==> src/rtl/master_to_slave_mux_pkg.sv <==
// Shared AHB encodings, default sizing and burst-length decode for the forward mux.
package ahb_pkg;

    localparam int DEFAULT_NUM_MASTERS = 4;
    localparam int DEFAULT_ADDR_WIDTH  = 32;
    localparam int DEFAULT_DATA_WIDTH  = 32;

    typedef enum logic [1:0] {
        TRANS_IDLE   = 2'd0,
        TRANS_BUSY   = 2'd1,
        TRANS_NONSEQ = 2'd2,
        TRANS_SEQ    = 2'd3
    } htrans_e;

    typedef enum logic [2:0] {
        BURST_SINGLE = 3'd0,
        BURST_INCR   = 3'd1,
        BURST_WRAP4  = 3'd2,
        BURST_INCR4  = 3'd3,
        BURST_WRAP8  = 3'd4,
        BURST_INCR8  = 3'd5,
        BURST_WRAP16 = 3'd6,
        BURST_INCR16 = 3'd7
    } hburst_e;

    typedef enum logic {
        BT_IDLE  = 1'b0,
        BT_BURST = 1'b1
    } burst_state_e;

    // Beat count of a burst type; 0 stands for the unbounded INCR burst.
    function automatic logic [4:0] burst_len(hburst_e hburst);
        case (hburst)
            BURST_SINGLE:              burst_len = 5'd1;
            BURST_INCR:                burst_len = 5'd0;
            BURST_WRAP4, BURST_INCR4:  burst_len = 5'd4;
            BURST_WRAP8, BURST_INCR8:  burst_len = 5'd8;
            default:                   burst_len = 5'd16;
        endcase
    endfunction

endpackage

==> src/rtl/master_to_slave_mux_if.sv <==
// Per-master request bundle plus the selected slave-side bus.
// master: the upstream side (masters and global HREADY source); slave: the mux itself.
interface master_to_slave_mux_if #(
    parameter int NUM_MASTERS = 4,
    parameter int ADDR_WIDTH  = 32,
    parameter int DATA_WIDTH  = 32
);
    logic [ADDR_WIDTH-1:0] Haddr_M  [NUM_MASTERS];
    logic [1:0]            Htrans_M [NUM_MASTERS];
    logic                  Hwrite_M [NUM_MASTERS];
    logic [2:0]            Hsize_M  [NUM_MASTERS];
    logic [2:0]            Hburst_M [NUM_MASTERS];
    logic [DATA_WIDTH-1:0] Hwdata_M [NUM_MASTERS];
    logic                  Hready;

    logic [ADDR_WIDTH-1:0] Haddr;
    logic [1:0]            Htrans;
    logic                  Hwrite;
    logic [2:0]            Hsize;
    logic [2:0]            Hburst;
    logic [DATA_WIDTH-1:0] Hwdata;

    modport master (
        output Haddr_M, Htrans_M, Hwrite_M, Hsize_M, Hburst_M, Hwdata_M, Hready,
        input  Haddr, Htrans, Hwrite, Hsize, Hburst, Hwdata
    );

    modport slave (
        input  Haddr_M, Htrans_M, Hwrite_M, Hsize_M, Hburst_M, Hwdata_M, Hready,
        output Haddr, Htrans, Hwrite, Hsize, Hburst, Hwdata
    );
endinterface

==> src/rtl/master_to_slave_mux_burst_tracker.sv <==
// Burst tracker: follows the selected master's burst and flags last beat, abandoned bursts and stray SEQs.
//
//  state    | meaning
//  ---------+------------------------------------------------------------
//  BT_IDLE  | no burst open; a SEQ here is a protocol error
//  BT_BURST | burst open; beats_left>0 fixed-length, beats_left==0 INCR
module ahb_burst_tracker
    import ahb_pkg::*;
(
    input  logic         Hclk,
    input  logic         Hresetn,
    input  logic         hready,
    input  htrans_e      htrans,
    input  hburst_e      hburst,
    output logic         burst_last,
    output logic         burst_abort,
    output logic         seq_err
);
    burst_state_e state, state_nxt;
    logic [4:0]   beats_left, beats_nxt;
    logic [4:0]   len;
    logic         fixed_open;
    logic         abort_raw, seq_err_raw;

    // Tracker registers; frozen while HREADY is low.
    always_ff @(posedge Hclk or posedge Hresetn) begin
        if (Hresetn) begin
            state      <= BT_IDLE;
            beats_left <= 5'd0;
        end else if (hready) begin
            state      <= state_nxt;
            beats_left <= beats_nxt;
        end
    end

    // Next-state and per-cycle flags from the transfer type offered this cycle.
    always_comb begin
        state_nxt   = state;
        beats_nxt   = beats_left;
        burst_last  = 1'b0;
        abort_raw   = 1'b0;
        seq_err_raw = 1'b0;
        len         = burst_len(hburst);
        fixed_open  = (state == BT_BURST) && (beats_left != 5'd0);
        if (hready) begin
            case (htrans)
                TRANS_NONSEQ: begin
                    abort_raw  = fixed_open;
                    burst_last = (hburst == BURST_SINGLE);
                    if (len > 5'd1) begin
                        state_nxt = BT_BURST;
                        beats_nxt = len - 5'd1;
                    end else if (len == 5'd0) begin
                        state_nxt = BT_BURST;
                        beats_nxt = 5'd0;
                    end else begin
                        state_nxt = BT_IDLE;
                        beats_nxt = 5'd0;
                    end
                end
                TRANS_SEQ: begin
                    if (state == BT_IDLE) begin
                        seq_err_raw = 1'b1;
                    end else if (fixed_open) begin
                        beats_nxt  = beats_left - 5'd1;
                        burst_last = (beats_left == 5'd1);
                        if (beats_left == 5'd1) begin
                            state_nxt = BT_IDLE;
                        end
                    end
                end
                TRANS_IDLE: begin
                    abort_raw = fixed_open;
                    state_nxt = BT_IDLE;
                    beats_nxt = 5'd0;
                end
                default: ;
            endcase
        end
    end

    // Error pulses are forced low while reset is asserted.
    assign burst_abort = abort_raw & ~Hresetn;
    assign seq_err     = seq_err_raw & ~Hresetn;

endmodule

==> src/rtl/master_to_slave_mux.sv <==
// Forward AHB path: address-phase select of the granted master, data-phase write-data select, burst tracking.
module master_to_slave_mux
    import ahb_pkg::*;
#(
    parameter  int NUM_MASTERS  = DEFAULT_NUM_MASTERS,
    parameter  int ADDR_WIDTH   = DEFAULT_ADDR_WIDTH,
    parameter  int DATA_WIDTH   = DEFAULT_DATA_WIDTH,
    localparam int MASTER_WIDTH = (NUM_MASTERS > 1) ? $clog2(NUM_MASTERS) : 1
) (
    input  logic                    Hclk,
    input  logic                    Hresetn,
    input  logic [MASTER_WIDTH-1:0] Hmaster,
    master_to_slave_mux_if.slave    bus,
    output logic [MASTER_WIDTH-1:0] Hmaster_data,
    output logic                    data_active,
    output logic                    burst_last,
    output logic                    burst_abort,
    output logic                    seq_err
);
    htrans_e htrans_sel;
    logic    master_valid;
    logic    data_master_valid;
    logic    accept;
    logic    hwrite_d;

    // Address-phase select; an out-of-range grant presents an IDLE, all-zero request.
    always_comb begin
        master_valid = int'(Hmaster) < NUM_MASTERS;
        htrans_sel   = TRANS_IDLE;
        bus.Haddr    = '0;
        bus.Hwrite   = 1'b0;
        bus.Hsize    = 3'd0;
        bus.Hburst   = 3'd0;
        if (master_valid) begin
            htrans_sel = htrans_e'(bus.Htrans_M[Hmaster]);
            bus.Haddr  = bus.Haddr_M[Hmaster];
            bus.Hwrite = bus.Hwrite_M[Hmaster];
            bus.Hsize  = bus.Hsize_M[Hmaster];
            bus.Hburst = bus.Hburst_M[Hmaster];
        end
    end

    assign bus.Htrans = htrans_sel;
    assign accept     = bus.Hready & ((htrans_sel == TRANS_NONSEQ) | (htrans_sel == TRANS_SEQ));

    // Data-phase pipeline: remembers who owns the next data phase and whether it carries write data.
    always_ff @(posedge Hclk or posedge Hresetn) begin
        if (Hresetn) begin
            Hmaster_data <= '0;
            data_active  <= 1'b0;
            hwrite_d     <= 1'b0;
        end else if (bus.Hready) begin
            Hmaster_data <= Hmaster;
            data_active  <= accept;
            hwrite_d     <= accept & bus.Hwrite;
        end
    end

    // Write data only flows during an active write data phase, so reads and idles see zero.
    always_comb begin
        data_master_valid = int'(Hmaster_data) < NUM_MASTERS;
        bus.Hwdata        = '0;
        if (data_active && hwrite_d && data_master_valid) begin
            bus.Hwdata = bus.Hwdata_M[Hmaster_data];
        end
    end

    ahb_burst_tracker u_burst_tracker (
        .Hclk        (Hclk),
        .Hresetn     (Hresetn),
        .hready      (bus.Hready),
        .htrans      (htrans_sel),
        .hburst      (hburst_e'(bus.Hburst)),
        .burst_last  (burst_last),
        .burst_abort (burst_abort),
        .seq_err     (seq_err)
    );

endmodule

==> src/flat_wrapper.sv <==
// flat-port wrapper written by rule: the top's interface ports become plain ports
module master_to_slave_mux_flat import ahb_pkg::*;
#(
    parameter  int NUM_MASTERS  = DEFAULT_NUM_MASTERS,
    parameter  int ADDR_WIDTH   = DEFAULT_ADDR_WIDTH,
    parameter  int DATA_WIDTH   = DEFAULT_DATA_WIDTH,
    localparam int MASTER_WIDTH = (NUM_MASTERS > 1) ? $clog2(NUM_MASTERS) : 1
)
  (Hclk, Hresetn, Hmaster, Hmaster_data, data_active, burst_last, burst_abort, seq_err, bus_Haddr_M, bus_Htrans_M, bus_Hwrite_M, bus_Hsize_M, bus_Hburst_M, bus_Hwdata_M, bus_Hready, bus_Haddr, bus_Htrans, bus_Hwrite, bus_Hsize, bus_Hburst, bus_Hwdata);
  master_to_slave_mux_if #(.NUM_MASTERS(NUM_MASTERS), .ADDR_WIDTH(ADDR_WIDTH), .DATA_WIDTH(DATA_WIDTH)) bus_i ();
  input  logic Hclk;
  input  logic Hresetn;
  input  logic [MASTER_WIDTH-1:0] Hmaster;
  output logic [MASTER_WIDTH-1:0] Hmaster_data;
  output logic data_active;
  output logic burst_last;
  output logic burst_abort;
  output logic seq_err;
  input wire logic [$bits(bus_i.Haddr_M)-1:0] bus_Haddr_M;
  input wire logic [$bits(bus_i.Htrans_M)-1:0] bus_Htrans_M;
  input wire logic [$bits(bus_i.Hwrite_M)-1:0] bus_Hwrite_M;
  input wire logic [$bits(bus_i.Hsize_M)-1:0] bus_Hsize_M;
  input wire logic [$bits(bus_i.Hburst_M)-1:0] bus_Hburst_M;
  input wire logic [$bits(bus_i.Hwdata_M)-1:0] bus_Hwdata_M;
  input wire logic [$bits(bus_i.Hready)-1:0] bus_Hready;
  output wire logic [$bits(bus_i.Haddr)-1:0] bus_Haddr;
  output wire logic [$bits(bus_i.Htrans)-1:0] bus_Htrans;
  output wire logic [$bits(bus_i.Hwrite)-1:0] bus_Hwrite;
  output wire logic [$bits(bus_i.Hsize)-1:0] bus_Hsize;
  output wire logic [$bits(bus_i.Hburst)-1:0] bus_Hburst;
  output wire logic [$bits(bus_i.Hwdata)-1:0] bus_Hwdata;
  assign bus_i.Haddr_M = {>>{bus_Haddr_M}};
  assign bus_i.Htrans_M = {>>{bus_Htrans_M}};
  assign bus_i.Hwrite_M = {>>{bus_Hwrite_M}};
  assign bus_i.Hsize_M = {>>{bus_Hsize_M}};
  assign bus_i.Hburst_M = {>>{bus_Hburst_M}};
  assign bus_i.Hwdata_M = {>>{bus_Hwdata_M}};
  assign bus_i.Hready = bus_Hready;
  assign bus_Haddr = bus_i.Haddr;
  assign bus_Htrans = bus_i.Htrans;
  assign bus_Hwrite = bus_i.Hwrite;
  assign bus_Hsize = bus_i.Hsize;
  assign bus_Hburst = bus_i.Hburst;
  assign bus_Hwdata = bus_i.Hwdata;
  master_to_slave_mux #(.NUM_MASTERS(NUM_MASTERS), .ADDR_WIDTH(ADDR_WIDTH), .DATA_WIDTH(DATA_WIDTH)) u_core (.Hclk(Hclk), .Hresetn(Hresetn), .Hmaster(Hmaster), .bus(bus_i), .Hmaster_data(Hmaster_data), .data_active(data_active), .burst_last(burst_last), .burst_abort(burst_abort), .seq_err(seq_err));
endmodule
==> config.mk <==
export PLATFORM = sky130hd
export DESIGN_NAME = master_to_slave_mux_flat
export DESIGN_NICKNAME = d
export VERILOG_FILES = /design/src/rtl/master_to_slave_mux_pkg.sv /design/src/rtl/master_to_slave_mux_if.sv /design/src/rtl/master_to_slave_mux_burst_tracker.sv /design/src/rtl/master_to_slave_mux.sv /design/src/flat_wrapper.sv
export SDC_FILE = /design/constraint.sdc
export NUM_CORES = 1
export LEC_CHECK = 0
export ABC_CLOCK_PERIOD_IN_PS = 5300
export CAP_MARGIN = 20
export CORE_AREA = 10 10 137 139
export CTS_BUF_LIST = sky130_fd_sc_hd__clkbuf_16
export CTS_CLUSTER_DIAMETER = 100
export DETAILED_ROUTE_END_ITERATION = 6
export DIE_AREA = 0 0 147 149
export PLACE_DENSITY = 0.64
export RECOVER_POWER = 50
export SKIP_LAST_GASP = 1
export SYNTH_ARGS = -nofsm -noshare
export SYNTH_HDL_FRONTEND = slang
export SYNTH_SLANG_ARGS = --single-unit
==> constraint.sdc <==
create_clock -name Hclk -period 5.3 [get_ports Hclk]
set_input_delay 1.06 -clock Hclk [delete_from_list [all_inputs] [get_ports Hclk]]
set_output_delay 1.06 -clock Hclk [all_outputs]
set_load 0.03 [all_outputs]
# Word level (Yosys, flattened, before mapping)
# Index checks and enable logic that the tools add are counted.
[totals] ff_bits=10 input_bits=297 n_memories=0 latchBits=0 word_cells=79 rom_bits=0 mem_bits_rw=0 output_inout_bits=79
[op_classes] n_mux=39 n_bitwise=8 n_addsub=2 n_div=0 n_reduce_logical=12 shift=0 eq_ne=10 n_mul=0 n_lt_le_gt_ge=3
[op_table] op="$mux 32" n=5
[op_table] op="$bmux 32 s2" n=2
[op_table] op="$pmux 5 s4" n=1
[op_table] op="$mux 1" n=15
[op_table] op="$mux 5" n=3
[op_table] op="$pmux 5 s3" n=1
[op_table] op="$bmux 3 s2" n=2
[op_table] op="$mux 3" n=4
[op_table] op="$sub 5x1->5 const B" n=2
[op_table] op="$eq 3x2->1 const B" n=2
[op_table] op="$eq 3x3->1 const B" n=2
[op_table] op="$ge 3x3->1 const B" n=2
[op_table] op="$not 2->3" n=2
[op_table] op="$reduce_or 2->1" n=3
[op_table] op="$eq 5x1->1 const B" n=1
[op_table] op="$gt 5x1->1 const B" n=1
[op_table] op="$logic_not 5->1" n=1
[op_table] op="$reduce_bool 5->1" n=1
[op_table] op="$and 1x1->1" n=4
[op_table] op="$bmux 2 s2" n=1
[op_table] op="$eq 2x2->1 const B" n=2
[op_table] op="$mux 2" n=2
[op_table] op="$ne 2x2->1 const B" n=2
[op_table] op="$reduce_and 4->1" n=1
[op_table] op="11 further kinds" n=12

# Depth between registers and ports, before layout
# Gate-level depths: netlist of run 1.
[logic_depth] ltp_word=11 depth_mapped=10 mapped_depth_nobuf=7

# By module
# Synthesis of run 1 repeated with hierarchy kept, for this count alone.
[unflattened] hier_cells=215 area_unflattened_um2=2790.2
[modules_own_cells] mod="master_to_slave_mux" n_inst=1 area_each_um2=2174.6 seq_area_each_um2=100.1 cells_per_inst=139
[modules_own_cells] mod="ahb_burst_tracker" n_inst=1 area_each_um2=615.6 seq_area_each_um2=150.1 cells_per_inst=76

# Least setup slack after synthesis of run 1
# OpenSTA, ideal clock, no wires.
[synth_path] path_kind="input-to-output" start="in Hmaster[0]" end="out seq_err" t_required_ns=4.240 n_path_buf=2 arrival_ns=3.248 path_stages=6 slack_ns=0.992 path_cell_list="buf_6 > buf_2 > mux4_2 > ha_1 > inv_1 > nor4b_1"
[synth_via] elab_chain_cells=8
[synth_rtl] element="from (decl)" line="flat_wrapper.sv:13" text="input logic [MASTER_WIDTH-1:0] Hmaster;"
[synth_rtl] element="$not 2->3 (implied by the code)" line="master_to_slave_mux.sv:35" text="htrans_sel = htrans_e'(bus.Htrans_M[Hmaster]);"
[synth_rtl] element="$bmux 2 s2" line="master_to_slave_mux.sv:35"
[synth_rtl] element="$mux 2 (implied by the code) (2 in a row)" line="master_to_slave_mux.sv:35"
[synth_rtl] element="net bus_Htrans[1]" line="flat_wrapper.sv:27" text="output wire logic [$bits(bus_i.Htrans)-1:0] bus_Htrans;"
[synth_rtl] element="$eq 2x2->1" line="master_to_slave_mux_burst_tracker.sv:46" text="case (htrans)"
[synth_rtl] element="$mux 1" line="master_to_slave_mux_burst_tracker.sv:46"
[synth_rtl] element="$mux 1" line="master_to_slave_mux_burst_tracker.sv:45" text="if (hready) begin"
[synth_rtl] element="$and 1x1->1" line="master_to_slave_mux_burst_tracker.sv:84" text="assign seq_err = seq_err_raw & ~Hresetn;"
[synth_rtl] element="to (decl)" line="flat_wrapper.sv:18" text="output logic seq_err;"
# The timed path passes the listed nets, and every way through them passes these cells. The select of a mux whose other input is x is not followed.

# Worst setup path in the final report of run 1
[layout_path] start="reg u_core.Hmaster_data[1]" end="out bus_Hwdata[0]"
[layout_via] elab_chain_cells=5
[layout_rtl] element="from (decl)" line="master_to_slave_mux.sv:14" text="output logic [MASTER_WIDTH-1:0] Hmaster_data,"
[layout_rtl] element="from (signal assigned)" line="master_to_slave_mux.sv:53" text="Hmaster_data <= Hmaster;"
[layout_rtl] element="$not 2->3 (implied by the code)" line="master_to_slave_mux.sv:64" text="bus.Hwdata = bus.Hwdata_M[Hmaster_data];"
[layout_rtl] element="$bmux 32 s2" line="master_to_slave_mux.sv:64"
[layout_rtl] element="$mux 32 (implied by the code) (2 in a row)" line="master_to_slave_mux.sv:64"
[layout_rtl] element="$mux 32" line="master_to_slave_mux.sv:63" text="if (data_active && hwrite_d && data_master_valid) begin"
[layout_rtl] element="to (decl)" line="flat_wrapper.sv:31" text="output wire logic [$bits(bus_i.Hwdata)-1:0] bus_Hwdata;"
# No other way between the ends. The select of a mux whose other input is x is not followed.

==> results of run 1 <==
==> cells in the final DEF (no fill, tap or decap) <==
cell / n
sky130_fd_sc_hd__dfrtp_2: 1
sky130_fd_sc_hd__clkbuf_16: 3
sky130_fd_sc_hd__or4_1: 1
sky130_fd_sc_hd__o21ai_0: 6
sky130_fd_sc_hd__nor4b_1: 1
sky130_fd_sc_hd__clkdlybuf4s50_1: 344
sky130_fd_sc_hd__mux2_2: 2
sky130_fd_sc_hd__ha_1: 8
sky130_fd_sc_hd__clkbuf_1: 1
sky130_fd_sc_hd__dlygate4sd3_1: 29
sky130_fd_sc_hd__o21a_1: 1
sky130_fd_sc_hd__nor2_1: 8
sky130_fd_sc_hd__nand4b_1: 1
sky130_fd_sc_hd__dfrtp_1: 9
sky130_fd_sc_hd__a22oi_1: 1
sky130_fd_sc_hd__nand3_1: 2
sky130_fd_sc_hd__buf_2: 2
sky130_fd_sc_hd__or3_1: 3
sky130_fd_sc_hd__a32o_1: 1
sky130_fd_sc_hd__inv_1: 8
sky130_fd_sc_hd__buf_4: 4
sky130_fd_sc_hd__nor3_1: 5
sky130_fd_sc_hd__o2111ai_1: 1
sky130_fd_sc_hd__o21ai_1: 1
sky130_fd_sc_hd__a21oi_1: 5
sky130_fd_sc_hd__o221ai_1: 1
sky130_fd_sc_hd__xnor2_1: 1
sky130_fd_sc_hd__nand3b_1: 1
sky130_fd_sc_hd__and3_1: 32
sky130_fd_sc_hd__clkinv_1: 1
sky130_fd_sc_hd__mux4_2: 73
sky130_fd_sc_hd__nand2_1: 5
sky130_fd_sc_hd__nand2b_1: 2
sky130_fd_sc_hd__nor3b_1: 1
sky130_fd_sc_hd__nor2b_1: 1
==> state kept, by name, indices dropped and copies added, names as in the netlist <==
| signal | cells |
|---|---|
| u_core.u_burst_tracker.beats_left | 5 |
| u_core.Hmaster_data | 2 |
| u_core.data_active | 1 |
| u_core.hwrite_d | 1 |
| u_core.u_burst_tracker.state | 1 |
==> report_power, final <==
group	leakage, nW	switching (W)	internal (W)
logic	2.36	0.000288	0.000424
registers	0.121	0.0000421	0.0000947
clock network	0.0385	0.0000339	0.0000988
total	2.52	0.000364	0.000617
==> through the flow <==
step | hold WS [ns] | utilization [%]
floorplan | 0.513 | -
global placement | 0.499 | 40.7
detailed placement | 0.513 | 40.7
CTS | 0.522 | 41.2
global route | 0.542 | 41.1
finish | 0.524 | 41.1
==> cell families after synthesis <==
family,Yosys count
buf+inv,34
fa+ha+maj,8
compound gates,17
xor+xnor,1
simple gates,63
mux,75
flops,10
==> per-layer routing <==
metal	vias up	wire, um	GRT usage (%)
met5	-	0	0
met4	0	23	0.595
met3	2	1800	5.61
met2	232	9880	30.0
met1	1768	6790	17.3
li1	1606	-	-
==> worst max-delay path, cell delays in order (launching register included) <==
cell                            delay (ns)
sky130_fd_sc_hd__dfrtp_1              0.34
sky130_fd_sc_hd__clkbuf_1             1.40
sky130_fd_sc_hd__mux4_2               0.46
sky130_fd_sc_hd__and3_1               0.20
sky130_fd_sc_hd__dlygate4sd3_1        0.76
==> final timing paths <==
check | startpoint | endpoint | depth (start not counted)
max | u_core.Hmaster_data[1] | bus_Hwdata[0] | 4
min | u_core.Hmaster_data[1] | u_core.Hmaster_data[1] | 1
max reg2reg | u_core.u_burst_tracker.beats_left[0] | u_core.u_burst_tracker.beats_left[4] | 6
min reg2reg | u_core.Hmaster_data[1] | u_core.Hmaster_data[1] | 1
max in group asynchronous | Hresetn | u_core.Hmaster_data[0] | 2
min in group asynchronous | Hresetn | u_core.Hmaster_data[1] | 2
==> area by class of cell <==
cell class	count	area (um2)	area share, %
sequential	10	251	3.78
inverter	8	30.0	0.451
clock buffer	3	75.1	1.13
tap	220	275	4.14
clock inverter	1	3.75	0.0564
timing repair buffer	380	3780	56.8
multi-input combinational	164	2240	33.7
==> metrics.log, run 1 <==
INFO  metric timing.setup.critical_path_class = flop to output port
INFO  metric timing.critical_path.arrival = 3.41 ns
INFO  metric grt_pass1_vias = 4188
INFO  metric clock_tree_from_tritoncts = built
INFO  metric static-leakage-power = 2.52 nW
INFO  metric synth_simple_gate_area_share = 13.7%
INFO  metric clock_latency = roughly 0.23 ns
INFO  metric synth_fp_nets = 513
INFO  metric count_of_standard_cell_rows = 47
INFO  metric netlist_instances = approximately 210
INFO  metric ant_nets = 0
INFO  metric most_frequently_used_cell_type_in_the_post_synthesis_netlist = sky130_fd_sc_hd__mux4_2
INFO  metric globalRoute.totalOverflow = 0
INFO  metric hold_class = flop to flop
INFO  metric cts_setup_buffers = 0
INFO  metric drcViolationCount = 0
INFO  metric synth_top_family_by_area = multiplexers
INFO  metric synthAdderAreaFrac = 3.79%
INFO  metric setup-tns-final = 0 ns
INFO  metric power.density = around 150 nW/um2
INFO  metric postSynthAreaPerCell = 12.7 um2
INFO  metric post-route-period-util = between 80% and 90%
INFO  metric dp.cells = 782
INFO  metric place_area = 6580 um2
INFO  metric tritoncts_buffers = 3
INFO  metric worst_ir_drop_vdd = 96.2 uV
INFO  metric synthesis_warning_total = 0
INFO  metric layoutNonFillerInstCount = 786
INFO  metric clock_skew = 0.00542 ns
INFO  metric areaGrowthSynthToFinish = 152%
INFO  metric drive_gt1_share = 15.0%
INFO  metric finalWorstPathRequiredPeriod = 4.47 ns
INFO  metric r2r_slack = between 3 and 4 ns
INFO  metric die_area = 21900 um2
INFO  metric wirelength = 18500 um
INFO  metric seq_area_frac_synth = 9.47%
INFO  metric fmaxAchievable = 0.224 GHz
INFO  metric cts.sink_count = 10
INFO  metric antenna-diode-count = 0
INFO  metric path_clk_slew = approximately 0.040 ns
INFO  metric die_w = about 150 um
INFO  metric firstDrtPassIters = 4
INFO  metric yosys.area.top_type_share = 62.2%
INFO  metric io-pin-count = 376
INFO  metric buffers_on_ports = 375
INFO  metric postCtsHoldBufs = 0
INFO  metric synth_compound_gate_area_share = roughly 4%
INFO  metric hpwl = 16600 um
INFO  metric max_slew.worst_pin.slew = 1.95 ns
INFO  metric synth_mux_area_share = around 63%
INFO  metric outcome = complete, but fails checks
INFO  metric num-fill-cells = between 1500 and 2000
INFO  metric viasPerCell = 4.59
INFO  metric drv_slew = 34
INFO  metric nets = 872
INFO  metric report.final.hold_viol_count = 0
INFO  metric stdcell_area = between 6000 and 7000 um2
INFO  metric slew_headroom = -30.3%
INFO  metric clock_tree.buffer_depth = 2
INFO  metric cp_data_required_time = 4.24 ns
INFO  metric synth.cell_area = between 2000 and 3000 um2
INFO  metric ctsHtreeMaxLevel = 1
INFO  metric synth.ff_latch_count = 10
INFO  metric initial_core_util = 16.3%
INFO  metric yosysTopAreaCell = sky130_fd_sc_hd__mux4_2
INFO  metric global_route.usage.total = ~16%
INFO  metric preCtsSetupSlack = 0.842 ns
INFO  metric count_of_different_cell_masters_after_synthesis = 31
INFO  metric synth_top_cells_by_count = 73 x sky130_fd_sc_hd__mux4_2, 32 x sky130_fd_sc_hd__and3_1, 14 x sky130_fd_sc_hd__clkbuf_1
INFO  metric totalPowerFinal = between 0.0009 and 0.001 W
INFO  metric critPathMaxFanout = 33
INFO  metric drv.max_cap_violation_count = 1
INFO  metric critical_path.endpoint_type = output port
INFO  metric synth_area_leaders = sky130_fd_sc_hd__mux4_2 62%, sky130_fd_sc_hd__dfrtp_1 9.5%, sky130_fd_sc_hd__and3_1 7.6%
INFO  metric avgRoutedWirePerCell = 23.5 um
INFO  metric post-route-worst-setup-slack = 0.829 ns
INFO  metric core = 16200 um2
INFO  metric routabilityCongestion = slightly below 0.9
INFO  metric cts-resized-gates = 0
INFO  metric antenna_violations_before_repair = 0
INFO  metric xor_xnor_cell_area_share_of_the_yosys_netlist = 0.331%
INFO  metric synth_edf_count = 0
INFO  metric starting_drc_count_in_detailed_routing = 93
INFO  metric grt_first_pass_wirelength = around 27000 um
INFO  metric timing.critical_path.from_type = flop
INFO  metric routed-via-count = roughly 3600
INFO  metric cts_root_buf = sky130_fd_sc_hd__clkbuf_16
INFO  metric synth-async-reset-ratio = 100%
INFO  metric violations = max-capacitance violations, max-slew violations
INFO  metric finalSetupViolCount = 0
INFO  metric dieHeight = 149 um
INFO  metric setup_repair_after_global_routing_missed_its_margin = false
INFO  metric grt_max_degree = 35
INFO  metric postSynth.topFlopCell = sky130_fd_sc_hd__dfrtp_1
No activity file was read; power rests on OpenSTA's default activity.
==> inputs of run 2 (changes only) <==
--- a/config.mk
+++ b/config.mk
@@ -5,14 +5,14 @@
 export SDC_FILE = /design/constraint.sdc
 export NUM_CORES = 1
 export LEC_CHECK = 0
-export ABC_CLOCK_PERIOD_IN_PS = 5300
+export ABC_CLOCK_PERIOD_IN_PS = 3770
 export CAP_MARGIN = 20
-export CORE_AREA = 10 10 137 139
+export CORE_AREA = 10 10 139 141
 export CTS_BUF_LIST = sky130_fd_sc_hd__clkbuf_16
 export CTS_CLUSTER_DIAMETER = 100
 export DETAILED_ROUTE_END_ITERATION = 6
-export DIE_AREA = 0 0 147 149
-export PLACE_DENSITY = 0.64
+export DIE_AREA = 0 0 149 151
+export PLACE_DENSITY = 0.65
 export RECOVER_POWER = 50
 export SKIP_LAST_GASP = 1
 export SYNTH_ARGS = -nofsm -noshare
==> constraint.sdc (replaced) <==
create_clock -name Hclk -period 3.77 [get_ports Hclk]
set_input_delay 0.754 -clock Hclk [delete_from_list [all_inputs] [get_ports Hclk]]
set_output_delay 0.754 -clock Hclk [all_outputs]
set_load 0.03 [all_outputs]
==> run 2 against run 1 <==
- the flow now finishes without violations
- setup slack got worse by 0.64 ns
- combinational power is 42% higher
- die area grew 2.7%
- register-to-register slack got worse by 1.5 ns
- largest cell class unchanged
- highest routed layer unchanged
==> metrics.log, run 2 (synthesis gave the netlist of run 1 again) <==
INFO  metric cp.depth = 6 (was 4)
INFO  metric static-leakage-power = 2.57 nW (was 2.52 nW)
INFO  metric finalSetupViolCount = 0 (unchanged)
INFO  metric drv.max_cap_violation_count = 0 (was 1)
INFO  metric r2r-end = u_core.u_burst_tracker.beats_left[4] (unchanged)
INFO  metric maximum_single_stage_delay_on_the_critical_path = 0.73 ns (was 1.40 ns)
INFO  metric hold_path_depth = 2 (was 1)
INFO  metric report.final.hold_viol_count = 0 (unchanged)
INFO  metric max_slew.worst_pin.slew = 0.898 ns (was 1.95 ns)
INFO  metric clock_tree.buffer_depth = 2 (unchanged)
INFO  metric avgRoutedWirePerCell = 23.2 um (was 23.5 um)
INFO  metric global_route.usage.total = 15.1% (was 15.8%)
INFO  metric ant_nets = 0 (unchanged)
INFO  metric timing.critical_path.from_type = input port (was flop)
INFO  metric crit_path_start = bus_Htrans_M[0] (was u_core.Hmaster_data[1])
INFO  metric finalWorstPathRequiredPeriod = 3.58 ns
INFO  metric cp_data_required_time = 3.02 ns (was 4.24 ns)
INFO  metric mostFrequentLayoutCell = sky130_fd_sc_hd__clkdlybuf4s50_1 (unchanged)
INFO  metric tritoncts_buffers = 3 (unchanged)
INFO  metric core = 16500 um2 (was 16200 um2)
INFO  metric firstDrtPassIters = 4 (unchanged)
INFO  metric areaGrowthSynthToFinish = 154% (was 152%)
INFO  metric initial_core_util = 16.0% (was 16.3%)
INFO  metric wirelength = 18300 um (was 18500 um)
INFO  metric count_of_standard_cell_rows = 47 (unchanged)
INFO  metric cts_setup_buffers = 0 (unchanged)
INFO  metric setup_repair_after_global_routing_missed_its_margin = false (unchanged)
INFO  metric routed-via-count = 3581 (was 3608)
INFO  metric timing.critical_path.arrival = 2.83 ns (was 3.41 ns)
INFO  metric die_area = 22500 um2 (was 21900 um2)
INFO  metric nets = 876 (was 872)
INFO  metric final.hold.worst_slack = 0.564 ns (was 0.524 ns)
INFO  metric post-route-period-util = a little over nine tenths
INFO  metric drv_slew = 0 (was 34)
INFO  metric critPathMaxFanout = 2 (was 33)
INFO  metric viasPerCell = 4.53 (was 4.59)
INFO  metric dieHeight = 151 um (was 149 um)
INFO  metric outcome = finished, final reports clean (was complete, but fails checks)
INFO  metric timing.setup.critical_path_class = input port to output port (was flop to output port)
INFO  metric r2r_slack = 1.91 ns (was 3.43 ns)
INFO  metric drcViolationCount = 0 (unchanged)
INFO  metric clock_skew = 0.000242 ns (was 0.00542 ns)
INFO  metric crit_path_top_delay_cell = sky130_fd_sc_hd__clkdlybuf4s50_1 (was sky130_fd_sc_hd__clkbuf_1)
INFO  metric routabilityCongestion = 0.887 (was 0.871)
INFO  metric cp_cell_sequence = dlygate4sd3_1 -> mux4_2 -> ha_1 -> inv_1 -> nor4b_1 -> clkdlybuf4s50_1 (was clkbuf_1 -> mux4_2 -> and3_1 -> dlygate4sd3_1)
INFO  metric grt_max_degree = 39 (was 35)
INFO  metric buffers_on_ports = 375 (unchanged)
INFO  metric ctsHtreeMaxLevel = 1 (unchanged)
INFO  metric grt_pass1_vias = 4221 (was 4188)
INFO  metric io-pin-count = 376 (unchanged)
INFO  metric hold_class = flop to flop (unchanged)
INFO  metric antenna_violations_before_repair = 0 (unchanged)
INFO  metric cts-resized-gates = 0 (unchanged)
INFO  metric globalRoute.totalOverflow = 0 (unchanged)
INFO  metric buffering_stage_count_on_the_worst_path_with_inverters_included = 3 (was 2)
INFO  metric power.density = 206 nW/um2 (was 147 nW/um2)
INFO  metric starting_drc_count_in_detailed_routing = 99 (was 93)
INFO  metric slew_headroom = 40.1% (was -30.3%)
INFO  metric fmaxAchievable = ~0.28 GHz
INFO  metric largest_register = u_core.u_burst_tracker.beats_left (unchanged)
INFO  metric totalPowerFinal = 0.00138 W (was 0.000981 W)
INFO  metric clock_tree_from_tritoncts = built (unchanged)
INFO  metric place_area = 6640 um2 (was 6580 um2)
INFO  metric worst_r2r_path_depth = 4 (was 6)
INFO  metric path_clk_slew = 0.04 ns (about the same)
INFO  metric stdcell_area = 6700 um2 (was 6650 um2)
INFO  metric postCtsHoldBufs = 0 (unchanged)
INFO  metric worst_ir_drop_vdd = 100 uV (was 96.2 uV)
INFO  metric drive_gt1_share = 15.6% (was 15.0%)
INFO  metric worst_path_dominant_cell_family = buffers and inverters (unchanged)
INFO  metric die_w = 149 um (was 147 um)
INFO  metric critical_path.endpoint_type = output port (unchanged)
INFO  metric cts.sink_count = 10 (unchanged)
INFO  metric cts_root_buf = sky130_fd_sc_hd__clkbuf_16 (unchanged)
INFO  metric grt_first_pass_wirelength = 26500 um (was 27200 um)
INFO  metric hpwl = 16600 um (about the same)
INFO  metric rr_startpoint = u_core.u_burst_tracker.beats_left[2] (was u_core.u_burst_tracker.beats_left[0])
INFO  metric clock_latency = 0.24 ns (was 0.23 ns)
INFO  metric largest_reg_flops = 5 (unchanged)
INFO  metric final_cell_mix = 340 x sky130_fd_sc_hd__clkdlybuf4s50_1, 73 x sky130_fd_sc_hd__mux4_2, 32 x sky130_fd_sc_hd__and3_1 (was 344 x sky130_fd_sc_hd__clkdlybuf4s50_1, 73 x sky130_fd_sc_hd__mux4_2, 32 x sky130_fd_sc_hd__and3_1)
INFO  metric critical_path.endpoint = seq_err (was bus_Hwdata[0])
INFO  metric setup-tns-final = 0 ns (unchanged)
INFO  metric reg.largest.list = u_core.u_burst_tracker.beats_left x5, u_core.Hmaster_data x2 (unchanged)
[run 2: changes by cell type in the layout (fill, tap and decap cells not counted), sizes merged]
cell	delta
buf	+3
clkdlybuf4s50	-4
dlygate4sd3	+1
diode	+1
clkbuf	+4
[run 2: cell type report]
cell class | count | area (um2)
Tap cell | 220 | 275
Fill cell | 1562 | 9760
Antenna cell | 1 | 2.50
Timing Repair Buffer | 384 | 3820
Multi-Input combinational cell | 164 | 2240
Inverter | 8 | 30.0
Clock buffer | 3 | 75.1
Sequential cell | 10 | 251
Clock inverter | 1 | 3.75
[run 2: through the flow]
step	utilization, %	cells	setup slack, ns
floorplan	-	208	0.0738
finish	40.7	791	0.185
detailed placement	40.3	786	0.145
global placement	40.3	786	0.176
CTS	40.8	790	0.144
global route	40.7	790	0.0840
[run 2: routing by layer]
| layer | track usage, % | up-vias | wire length [um] |
|---|---|---|---|
| li1 | - | 1617 | - |
| met1 | 14.8 | 1730 | 6140 |
| met2 | 30.1 | 231 | 10100 |
| met3 | 5.79 | 3 | 2050 |
| met4 | 1.47 | 0 | 43 |
| met5 | 0 | - | 0 |
[run 2: where the power goes]
part / switching [W] / internal [W] / total (W) / leakage, nW
clock network: 0.0000499 / 0.000139 / 0.000189 / 0.0385
registers: 0.0000499 / 0.000133 / 0.000183 / 0.121
logic: 0.000411 / 0.000600 / 0.00101 / 2.41
[run 2: worst min path at each step]
stage / startpoint / to
2_1_floorplan: u_core.u_burst_tracker.beats_left[4] / u_core.u_burst_tracker.beats_left[4]
3_3_place_gp: u_core.u_burst_tracker.beats_left[4] / u_core.u_burst_tracker.beats_left[4]
3_5_place_dp: u_core.u_burst_tracker.beats_left[4] / u_core.u_burst_tracker.beats_left[4]
4_1_cts: u_core.u_burst_tracker.beats_left[4] / u_core.u_burst_tracker.beats_left[4]
5_1_grt: u_core.u_burst_tracker.state / u_core.u_burst_tracker.state
6_report: u_core.u_burst_tracker.beats_left[4] / u_core.u_burst_tracker.beats_left[4]
[run 2: worst min-delay path, stage by stage (launching register included)]
cell and delay [ns]:
sky130_fd_sc_hd__dfrtp_1 0.39, sky130_fd_sc_hd__nand2_1 0.07, sky130_fd_sc_hd__nand3_1 0.07
